### src/rtl/mips_pkg.sv
// Shared fetch/decode types and constants.
// Used by the IF/ID decoupling buffer.
package mips_pkg;

  localparam int WORD_W = 32;
  localparam logic [WORD_W-1:0] NOP_INSTR = 32'h0000_0000;

  typedef struct packed {
    logic [WORD_W-1:0] instruction;
    logic [WORD_W-1:0] next_pc;
  } fetch_entry_t;

endpackage

### src/rtl/sync_fifo.sv
// Small synchronous FIFO with clear.
// Head is read straight from storage.
module sync_fifo #(
  parameter int WIDTH = 64,
  parameter int DEPTH = 2
) (
  input  logic                     clk,
  input  logic                     reset,
  input  logic                     push,
  input  logic                     pop,
  input  logic                     clear,
  input  logic [WIDTH-1:0]         din,
  output logic [WIDTH-1:0]         dout,
  output logic [$clog2(DEPTH):0]   count,
  output logic                     full,
  output logic                     empty
);

  localparam int PW = $clog2(DEPTH);
  localparam int CW = PW + 1;

  logic [WIDTH-1:0] mem [DEPTH];
  logic [PW-1:0]    wr_ptr;
  logic [PW-1:0]    rd_ptr;
  logic             do_push;
  logic             do_pop;

  assign full    = (count == CW'(DEPTH));
  assign empty   = (count == '0);
  assign do_pop  = pop & ~empty;
  assign do_push = push & (~full | do_pop);
  assign dout    = mem[rd_ptr];

  // Storage write; no reset needed, count guards visibility.
  always_ff @(posedge clk) begin
    if (do_push && !reset && !clear) begin
      mem[wr_ptr] <= din;
    end
  end

  // Pointers and occupancy; clear beats push/pop.
  always_ff @(posedge clk) begin
    if (reset || clear) begin
      wr_ptr <= '0;
      rd_ptr <= '0;
      count  <= '0;
    end else begin
      if (do_push) wr_ptr <= wr_ptr + PW'(1);
      if (do_pop)  rd_ptr <= rd_ptr + PW'(1);
      unique case ({do_push, do_pop})
        2'b10:   count <= count + CW'(1);
        2'b01:   count <= count - CW'(1);
        default: count <= count;
      endcase
    end
  end

endmodule

### src/rtl/if_id_buffer.sv
// Fetch-to-decode decoupling buffer.
// Flush on redirect, NOP on empty, sticky overflow.
module if_id_buffer
  import mips_pkg::*;
#(
  parameter int DEPTH = 2
) (
  input  logic                   clk,
  input  logic                   reset,
  input  logic                   hit,
  input  logic [31:0]            instruction,
  input  logic [31:0]            next_pc,
  input  logic                   pc_source,
  input  logic                   stall,
  output logic                   id_valid,
  output logic [31:0]            id_instruction,
  output logic [31:0]            id_next_pc,
  output logic                   fetch_hold,
  output logic [$clog2(DEPTH):0] count,
  output logic                   overflow
);

  localparam int CW = $clog2(DEPTH) + 1;

  fetch_entry_t din;
  fetch_entry_t head;
  logic         full;
  logic         empty;
  logic         enq;
  logic         deq;

  assign din.instruction = instruction;
  assign din.next_pc     = next_pc;

  assign id_valid = ~empty;
  assign deq      = id_valid & ~stall & ~pc_source;
  assign enq      = hit & ~pc_source & (~full | deq);

  assign id_instruction = empty ? NOP_INSTR : head.instruction;
  assign id_next_pc     = empty ? '0 : head.next_pc;
  assign fetch_hold     = (count >= CW'(DEPTH - 1));

  sync_fifo #(
    .WIDTH ($bits(fetch_entry_t)),
    .DEPTH (DEPTH)
  ) u_fifo (
    .clk   (clk),
    .reset (reset),
    .push  (enq),
    .pop   (deq),
    .clear (pc_source),
    .din   (din),
    .dout  (head),
    .count (count),
    .full  (full),
    .empty (empty)
  );

  // Sticky record of a hit dropped because the queue stayed full.
  always_ff @(posedge clk) begin
    if (reset) begin
      overflow <= 1'b0;
    end else if (hit && !pc_source && full && !deq) begin
      overflow <= 1'b1;
    end
  end

endmodule

### config.mk
export PLATFORM = sky130hd
export DESIGN_NAME = if_id_buffer
export DESIGN_NICKNAME = d
export VERILOG_FILES = /design/src/rtl/mips_pkg.sv /design/src/rtl/sync_fifo.sv /design/src/rtl/if_id_buffer.sv
export SDC_FILE = /design/constraint.sdc
export NUM_CORES = 1
export LEC_CHECK = 0
export CORE_ASPECT_RATIO = 0.8
export CORE_UTILIZATION = 48
export DETAILED_ROUTE_END_ITERATION = 6
export GPL_ROUTABILITY_DRIVEN = 0
export GPL_TIMING_DRIVEN = 0
export PLACE_DENSITY = 0.83
export REMOVE_ABC_BUFFERS = 1
export SKIP_CTS_REPAIR_TIMING = 1
export SLEW_MARGIN = 10
export SYNTH_ARGS = -nofsm -noshare
export SYNTH_HDL_FRONTEND = slang
export SYNTH_SLANG_ARGS = --single-unit
### constraint.sdc
create_clock -name clk -period 6.05 [get_ports clk]
set_clock_uncertainty 0.1 [all_clocks]
set_input_delay 1.21 -clock clk [delete_from_list [all_inputs] [get_ports clk]]
set_output_delay 1.21 -clock clk [all_outputs]
set_load 0.02 [all_outputs]
Word level (Yosys, flattened, before mapping)
Memory sizes are Yosys's and may differ from the RTL's. A register that Yosys moved wholly into a read port is not among the register bits.
Index checks and enable logic that the tools add are counted.
{"block": "classes", "addsub": 4, "mul": 0, "n_div": 0, "order_cmp": 1, "n_eq_ne": 3, "n_shift": 0, "n_mux": 7, "n_bitwise": 12, "n_reduce_logical": 11}
{"op": "$mux 32", "n": 2}
{"op": "$and 1x1->1", "n": 6}
{"op": "$logic_and 1x1->1", "n": 5}
{"op": "$eq 2x2->1 const B", "n": 2}
{"op": "$mux 1", "n": 4}
{"op": "$not 1->1", "n": 4}
{"op": "$pmux 2 s2", "n": 1}
{"op": "$logic_not 1->1", "n": 3}
{"op": "$add 1x1->1 const B", "n": 2}
{"op": "$add 2x1->2 const B", "n": 1}
{"op": "$eq 2x1->1 const B", "n": 1}
{"op": "$ge 2x1->1 const B", "n": 1}
{"op": "$logic_not 2->1", "n": 1}
{"op": "$or 1x1->1", "n": 2}
{"op": "$reduce_bool 2->1", "n": 1}
{"op": "$sub 2x1->2 const B", "n": 1}
{"op": "$logic_or 1x1->1", "n": 1}
{"block": "word_totals", "ff_bits": 5, "latch_bits": 0, "mem_bits_rw": 128, "mem_bits_ro": 0, "input_bits": 69, "out_inout_bits": 69, "mem_count": 1}
{"name": "u_fifo.mem", "depth": 2, "width": 64, "rd": 1, "rd_clocked_by_memory_dff": 1, "wr": 1, "line_no": "sync_fifo.sv:22", "rtl": "logic [WIDTH-1:0] mem [DEPTH];"}

Longest topological paths before layout
Gate-level depths: netlist (run 1).
{"block": "logic_depth", "ltp_word": 11, "mapped_depth": 8}

Modules after synthesis
A second synthesis (run 1) with hierarchy kept.
{"block": "hier_totals", "hier_cells": 308, "hier_area_um2": 5424.0}
{"mod": "sync_fifo", "n_inst": 1, "cells_per_inst": 228, "area_per_inst_um2": 4902.2}
{"mod": "if_id_buffer", "n_inst": 1, "cells_per_inst": 80, "area_per_inst_um2": 521.8}

Worst setup path after synthesis (run 1)
Ideal clock, no wire load.
{"block": "synth_path", "path_kind": "in2reg", "startpoint": "input pc_source", "endpoint": "memory u_fifo.mem[0][0] (enable)", "setup_time_ps": 486, "arrival_time_ps": 4258, "setup_slack_ps": 1206, "cell_stages": 2, "path_cell_list": "or3_1 > nor2_1"}
{"block": "synth_between", "elab_chain_len": 9}
{"element": "start, declared", "line_no": "if_id_buffer.sv:13", "rtl": "input logic pc_source,"}
{"element": "$not 1->1", "line_no": "if_id_buffer.sv:36, if_id_buffer.sv:37"}
{"element": "$and 1x1->1", "line_no": "if_id_buffer.sv:36", "rtl": "assign deq = id_valid & ~stall & ~pc_source;"}
{"element": "$or 1x1->1 or $and 1x1->1 (tied branches)", "line_no": "if_id_buffer.sv:37, sync_fifo.sv:30"}
{"element": "$and 1x1->1 or $or 1x1->1 (tied branches)", "line_no": "if_id_buffer.sv:37, sync_fifo.sv:31"}
{"element": "$and 1x1->1", "line_no": "sync_fifo.sv:31", "rtl": "assign do_push = push & (~full | do_pop);"}
{"element": "$logic_and 1x1->1", "line_no": "sync_fifo.sv:36", "rtl": "if (do_push && !reset && !clear) begin"}
{"element": "$logic_and 1x1->1 (*)", "line_no": "sync_fifo.sv:36"}
{"element": "$mux 1 (*)", "line_no": "sync_fifo.sv:36"}
{"element": "$mux 1 (implied by the code) (*)", "line_no": "sync_fifo.sv:37", "rtl": "mem[wr_ptr] <= din;"}
{"element": "end, declared", "line_no": "sync_fifo.sv:22"}
Mark *: on every way between the ends. The rest lies on a longest branch, timed or not.

Worst setup path in the final report (run 1)
{"block": "layout_path", "startpoint": "register u_fifo.count[0]", "endpoint": "output id_next_pc[28]"}
{"block": "layout_between", "elab_chain_len": 2}
{"element": "start, declared", "line_no": "sync_fifo.sv:14", "rtl": "output logic [$clog2(DEPTH):0] count,"}
{"element": "start signal, assigned", "line_no": "sync_fifo.sv:51", "rtl": "2'b10: count <= count + CW'(1);"}
{"element": "start signal, assigned", "line_no": "sync_fifo.sv:52", "rtl": "2'b01: count <= count - CW'(1);"}
{"element": "start signal, assigned", "line_no": "sync_fifo.sv:53", "rtl": "default: count <= count;"}
{"element": "$logic_not 2->1", "line_no": "sync_fifo.sv:29", "rtl": "assign empty = (count == '0);"}
{"element": "$mux 32", "line_no": "if_id_buffer.sv:40", "rtl": "assign id_next_pc = empty ? '0 : head.next_pc;"}
{"element": "end, declared", "line_no": "if_id_buffer.sv:17", "rtl": "output logic [31:0] id_next_pc,"}
No other way between the ends.

==> results.yml, run 1 <==
outcome:
  outcome: "finished, final reports clean"
route:
  drc: 0
  drt_first_pass_iters: 6
  drt-initial-drc-count: 211
  ant_nets: 0
  wire_per_inst_um: 16.6
  avgViaCountPerCell: 4.94
  totalWireLength_um: 10100
  dr_total_vias: 2992
floorplan:
  dieArea_mm2: 0.0113
  chipHeight_um: 95.2
  rows: 33
  die_x_um: 119
  core-area_mm2: 0.0104
  start_util: 0.501
  boundaryPins: 138
worst_hold_path:
  worstHoldEndpoint: "overflow"
  hp-start: "overflow"
  holdPathStages: 2
  hp-class: "reg2reg"
sta:
  relSlewSlack: 0.470
  finalSetupViolCount: 0
  timing.fmax_ghz: 0.273
  setup_slack_ns: 2.39
  tightest_slew_ns: 0.795
  finalHoldViolations: 0
  period_needed_ns: 3.66
  tns_ns: 0
  min_period_over_period: 0.605
  report.final.slew_viol_count: 0
  rsz0062_at_grt: "no"
grt:
  antenna_found_initial: 0
  grt_max_degree: 69
  grt_pass1_wl_um: 15500
  grt_remaining_overflow: 0
  grt.total_usage: 0.185
  grt_pass1_vias: 3076
synth:
  synth.area.top_cells: "edfxtp_1 (74%), mux2i_1 (12%), nor2_1 (5.0%), buf_12 (2.3%), dfxtp_1 (2.3%)"
  yosysUniqueCellTypes: 22
  netlist_instances: 305
  synth_area_mm2: 0.00522
  synth-warning-count: 0
  yosysTopAreaCell: "edfxtp_1"
  synth_top_area_frac: 0.737
  avgSynthCellArea_um2: 17.1
  ys_ff_latch: 134
  synth.yosys.seq_area_share: 0.760
pwr:
  ir_drop_mv: 0.188
  leakage_nw: 2.38
  power_density_mw_per_mm2: 305
  total_power_w: 0.00225
final_layout:
  finalNetCount: 528
  final_area_mm2: 0.00737
  fillerInstances: 711
  layout_commonest_cell: "clkdlybuf4s50_1"
  areaGrowthSynthToFinish_pct: 41.2
  layout_common_cells: "clkdlybuf4s50_1 (137), edfxtp_1 (128), nor2_1 (68)"
  multi_input_area_mm2: 0.00110
  regArea_mm2: 0.00397
  diodes: 0
  drive_gt1_frac: 0.0858
place:
  post_dp_cell_area_mm2: 0.00678
  portBuffers: 137
  post-place-ws_ns: 2.43
  dpl.hpwl_um: 6530
worst_setup_path:
  r2r_start: "u_fifo.count[0]"
  cpPeakStageDelay_ns: 0.65
  cp-start-kind: "flip-flop"
  reg2reg_depth: 8
  end_kind: "output pin"
  worstSetupPathType: "reg2out"
  reg2reg_slack_ns: 3.23
  worstPathRequired_ns: 4.74
  path_buf_inv: 2
  r2r_end: "u_fifo.mem[1][4]"
  cp_slowest_cell: "ha_4"
  cp_max_fo: 68
  crit_chain: "inv_1, ha_4, nor2_1, clkdlybuf4s50_1"
  crit_arrival_ns: 2.35
  cp_top_family: "buffers and inverters"
clock_network:
  worstSkewPairLatency_ns: 0.40
  cts_tree: "yes"
  cts_buffers: 17
  cts_root_buf: "clkbuf_16"
  h-tree-depth: 4
  path_clk_slew_ns: 0.06
  clock_sinks: 134
  cts.path.max_buffers: 2
run:
  maxCapViolations: 0
[worst max-delay path by stage]
stage / start / endpoint / slack [ns] / cells past startpoint
finish: u_fifo.count[0] / id_next_pc[28] / 2.39 / 4
global route: u_fifo.count[0] / id_instruction[27] / 2.27 / 4
CTS: u_fifo.count[0] / id_next_pc[19] / 2.40 / 4
detailed placement: pc_source / u_fifo.mem[1][33] / 2.43 / 7
global placement: u_fifo.count[0] / u_fifo.mem[0][33] / -0.83 / 5
floorplan: u_fifo.count[0] / u_fifo.mem[0][0] / 0.89 / 5
[worst reg2reg max path, cell delays in order, from the launching register on]
cell and delay (ns):
dfxtp_1 0.38, inv_1 0.12, ha_4 0.38, o21a_1 0.29
nand2b_4 0.18, nor3b_4 0.51, buf_6 0.24, buf_16 0.16
buf_8 0.17
[area by class of cell]
cell class	instances	area share
Clock inverter	12	0.0219
Tap cell	140	0.0238
Inverter	4	0.00204
Clock buffer	18	0.0583
Sequential cell	134	0.539
Timing Repair Buffer	145	0.206
Multi-Input combinational cell	153	0.149
[cell usage after synthesis (all sizes together)]
master	count
mux2i	65
nor3b	1
inv	4
nor2	69
nor2b	1
ha	4
dfxtp	6
nor3	4
buf	12
xnor2	1
a21oi	1
clkbuf	2
a2111oi	1
o21a	1
edfxtp	128
nand2b	1
or3	1
nand2	1
xor2	2
[logic make-up after synthesis]
logic type | share of synthesized area
buffers and inverters | 0.0343
AOI/OAI and AO/OA | 0.00432
DFF | 0.760
xor gates and xnor gates | 0.00504
muxes | 0.125
and+or+nand+nor | 0.0621
adders and majority gates | 0.00960
[state kept, by name, summed over array words and instances (netlist names), named ones only]
| signal | cells |
|---|---|
| u_fifo.wr_ptr | 1 |
| overflow | 1 |
| u_fifo.rd_ptr | 1 |
| u_fifo.count | 2 |
| u_fifo.mem | 128 |
[power by group]
part / internal, W / switching, W / total, W
combinational: 0.0000966 / 0.0000869 / 0.000184
sequential: 0.00103 / 0.00000541 / 0.00103
clock: 0.000677 / 0.000352 / 0.00103
[stage by stage]
stage          hold WS [ns]  cells   util
2_1_floorplan         0.341    291      -
3_3_place_gp          0.351    568  0.634
3_5_place_dp          0.375    576  0.651
4_1_cts               0.387    606  0.708
5_1_grt               0.415    606  0.708
6_report              0.377    606  0.708
[metal layers]
metal,routed length (um),share of wire,global-route usage,vias up
met3,567,0.056,0.0544,7
li1,-,-,-,1425
met4,78,0.0077,0.0707,0
met5,0,0,0,-
met2,4920,0.49,0.306,106
met1,4510,0.45,0.232,1454
Power figures use the tool's default switching activity.
==> run 2, diff against run 1 <==
- CORE_UTILIZATION: 48 -> 44
- PLACE_DENSITY: 0.83 -> 0.8
- clock period: 6.05 -> 3.02 ns (I/O delays scaled with it)
==> results.yml, run 2 (synthesis results as in run 1) <==
outcome:
  outcome: "finished, final reports clean"
grt:
  grt.total_usage: 0.173
  grt_remaining_overflow: 0
  grt_pass1_vias: 3154
  grt_pass1_wl_um: 15600
  grt_max_degree: 69
  antenna_found_initial: 0
sta:
  timing.fmax_ghz: 0.346
  finalSetupViolCount: 0
  setup_slack_ns: 0.130
  period_needed_ns: 2.89
  relSlewSlack: 0.710
  tns_ns: 0
  min_period_over_period: 0.957
  tightest_slew_ns: 0.433
  rsz0062_at_grt: "no"
  finalHoldViolations: 0
  report.final.slew_viol_count: 0
place:
  post-place-ws_ns: -0.217
  portBuffers: 137
  dpl.hpwl_um: 6440
worst_setup_path:
  end_kind: "output pin"
  worstPathRequired_ns: 2.32
  cp-start-kind: "flip-flop"
  worstSetupPathType: "reg2out"
  cp_max_fo: 38
  crit_arrival_ns: 2.19
route:
  ant_nets: 0
  avgViaCountPerCell: 4.89
  drt_first_pass_iters: 4
  dr_total_vias: 3025
  drc: 0
  totalWireLength_um: 10600
  drt-initial-drc-count: 127
  wire_per_inst_um: 17.1
pwr:
  p_int_w: 0.00364
  leakage_nw: 2.42
  p_sw_frac: 0.204
  p_comb_frac: 0.085
  power_density_mw_per_mm2: 613
  power_frac_clock: 0.462
  ir_drop_mv: 0.363
  seqPwrFrac: 0.453
  switchingPower_w: 0.000935
clock_network:
  cts_buffers: 17
  path_clk_slew_ns: 0.05
  cts.path.max_buffers: 2
  clock_sinks: 134
  cts_root_buf: "clkbuf_16"
  cts_tree: "yes"
  worstSkewPairLatency_ns: 0.40
  h-tree-depth: 4
floorplan:
  start_util: 0.453
  core-area_mm2: 0.0115
  boundaryPins: 138
  rows: 35
  die_x_um: 124
  dieArea_mm2: 0.0123
  chipHeight_um: 99.4
final_layout:
  top_regs: "u_fifo.mem x128, u_fifo.count x2"
  largest-register: "u_fifo.mem"
  post-route-util: 0.648
  layout_common_cells: "clkdlybuf4s50_1 (137), edfxtp_1 (128), nor2_1 (68)"
  areaGrowthSynthToFinish_pct: 43.0
  finalNetCount: 532
  drive_gt1_frac: 0.0998
  fillerInstances: 819
  layout_commonest_cell: "clkdlybuf4s50_1"
  diodes: 0
  largest_reg_flops: 128
worst_hold_path:
  hp-class: "reg2reg"
run:
  maxCapViolations: 0
[run 2: final cells by class]
class | count | area, um2 | share of cell area
Inverter | 4 | 15.0 | 0.00201
Tap cell | 148 | 185 | 0.0248
Clock buffer | 18 | 429 | 0.0575
Multi-Input combinational cell | 153 | 1100 | 0.147
Timing Repair Buffer | 149 | 1580 | 0.212
Sequential cell | 134 | 3970 | 0.532
Clock inverter | 13 | 181 | 0.0243
[run 2: worst max-delay path, stage by stage (launching register included)]
cell,delay (ns)
dfxtp_4,0.55
buf_16,0.29
mux2i_1,0.13
nor2_1,0.12
clkdlybuf4s50_1,0.64
[run 2: per-layer routing]
layer	track usage	share of wire
met5	0	0
met4	0.0639	0.011
met3	0.0671	0.061
met2	0.288	0.50
met1	0.200	0.43
[run 2: path summary, 6_finish.rpt]
path,start,end,slack [ns],depth (start not counted)
min reg2reg,overflow,overflow,0.38,2
min,overflow,overflow,0.38,2
max,flip-flop,id_next_pc[14],0.13,4
max reg2reg,u_fifo.count[0],u_fifo.mem[1][44],0.27,10
[run 2: metrics by stage]
| step | instances | hold WS [ns] | total power [W] | cell area [um2] |
|---|---|---|---|---|
| 5_1_grt | 619 | 0.427 | 0.00472 | 7460 |
| 4_1_cts | 615 | 0.379 | 0.00460 | 7390 |
| 3_3_place_gp | 576 | 0.354 | 0.00247 | 6610 |
| 3_5_place_dp | 584 | 0.369 | 0.00248 | 6780 |
| 2_1_floorplan | 291 | 0.341 | 0.00226 | 5050 |
| 6_report | 619 | 0.377 | 0.00457 | 7460 |
[run 2: power groups by stage]
stage	Clock, W	Sequential, W	Combinational (W)
4_1_cts	0.00216	0.00207	0.000370
6_report	0.00211	0.00207	0.000388
3_3_place_gp	0	0.00212	0.000353
2_1_floorplan	0	0.00212	0.000141
5_1_grt	0.00224	0.00207	0.000415
3_5_place_dp	0	0.00211	0.000367
==> run 3, diff against run 2 <==
- GPL_TIMING_DRIVEN: 0 -> unset
==> results.yml, run 3 (synthesis results as in run 1) <==
pwr:
  total_power_w: 0.00463
  leakage_nw: 2.43
  ir_drop_mv: 0.595
  power_density_mw_per_mm2: 626
worst_setup_path:
  worstSetupPathType: "reg2out"
  cp_max_fo: 40
  worstPathRequired_ns: 2.32
  cpPeakStageDelay_ns: 0.62
  path_buf_inv: 3
  cp_top_family: "buffers and inverters"
  cp-start-kind: "flip-flop"
  cp-startpoint: "u_fifo.count[0]"
  r2r_start: "u_fifo.count[1]"
  end_kind: "output pin"
  cp_slowest_cell: "clkdlybuf4s50_1"
  crit_chain: "inv_1, ha_4, buf_12, nor2_1, clkdlybuf4s50_1"
  crit_arrival_ns: 2.18
sta:
  report.final.slew_viol_count: 0
  relSlewSlack: 0.731
  finalHoldViolations: 0
  setup_slack_ns: 0.132
  tightest_slew_ns: 0.402
  finalSetupViolCount: 0
  rsz0062_at_grt: "no"
  period_needed_ns: 2.89
  min_period_over_period: 0.956
  tns_ns: 0
  timing.fmax_ghz: 0.346
grt:
  grt_max_degree: 45
  antenna_found_initial: 0
  grt_pass1_wl_um: 15400
  grt_pass1_vias: 3067
  grt.total_usage: 0.169
  grt_remaining_overflow: 0
final_layout:
  areaGrowthSynthToFinish_pct: 41.9
  top_regs: "u_fifo.mem x128, u_fifo.count x2"
  layout_common_cells: "clkdlybuf4s50_1 (135), edfxtp_1 (128), nor2_1 (68)"
  layout_commonest_cell: "clkdlybuf4s50_1"
  diodes: 0
  largest-register: "u_fifo.mem"
  finalNetCount: 528
  final_area_mm2: 0.00740
  final_cells: 615
  drive_gt1_frac: 0.0942
  fillerInstances: 818
  largest_reg_flops: 128
route:
  drc: 0
  totalWireLength_um: 9730
  avgViaCountPerCell: 4.79
  dr_total_vias: 2948
  wire_per_inst_um: 15.8
  drt-initial-drc-count: 207
  drt_first_pass_iters: 4
  ant_nets: 0
worst_hold_path:
  hp-start: "overflow"
  hp-class: "reg2reg"
floorplan:
  rows: 35
  chipHeight_um: 99.4
  die_x_um: 124
  dieArea_mm2: 0.0123
  boundaryPins: 138
  core-area_mm2: 0.0115
  start_util: 0.453
clock_network:
  h-tree-depth: 4
  worstSkewPairLatency_ns: 0.40
  path_clk_slew_ns: 0.06
  cts_buffers: 17
  cts.path.max_buffers: 2
  cts_tree: "yes"
  cts_root_buf: "clkbuf_16"
  clock_sinks: 134
place:
  post-place-ws_ns: 0.302
  dpl.hpwl_um: 6430
  post_dp_cell_area_mm2: 0.00675
  dpl.cell_count: 584
  portBuffers: 137
run:
  maxCapViolations: 0
outcome:
  outcome: "finished, final reports clean"
==> run 3: power by group <==
part / switching [W] / internal [W] / total, W / leakage, nW
clock: 0.000732 / 0.00145 / 0.00219 / 0.304
combinational: 0.000176 / 0.000197 / 0.000373 / 0.920
sequential: 0.00000945 / 0.00206 / 0.00207 / 1.21
total: 0.000918 / 0.00371 / 0.00463 / 2.43
==> run 3: layout make-up <==
cell class                      count  area (um2)  share of cell area
Timing Repair Buffer              145        1500               0.203
Multi-Input combinational cell    153        1100               0.149
Sequential cell                   134        3970               0.536
Clock buffer                       17         425              0.0575
Clock inverter                     14         209              0.0282
Inverter                            4        15.0             0.00203
Tap cell                          148         185              0.0250
==> run 3: final timing paths <==
path                                      endpoint  slack [ns]  cells past startpoint
worst min-delay path                      overflow        0.37                      2
worst max-delay path            id_instruction[19]        0.13                      5
worst max register to register     u_fifo.count[1]        0.53                      7
worst min register to register            overflow        0.37                      2
==> run 3: metrics by stage <==
stage | util | hold WS [ns]
finish | 0.643 | 0.367
global route | 0.643 | 0.397
CTS | 0.641 | 0.379
detailed placement | 0.586 | 0.365
global placement | 0.586 | 0.358
floorplan | - | 0.341
==> run 3: tightest hold or removal path, stage by stage (launching register included) <==
cell,delay (ns)
dfxtp_1,0.32
a21oi_1,0.04
nor2_1,0.07
==> run 3: layer usage <==
metal  global-route usage  vias to the layer above  part of all wire
met2                0.269                       93              0.48
met3               0.0550                       10             0.059
met5                    0                        -                 0
li1                     -                     1427                 -
met1                0.216                     1418              0.45
met4               0.0593                        0            0.0077
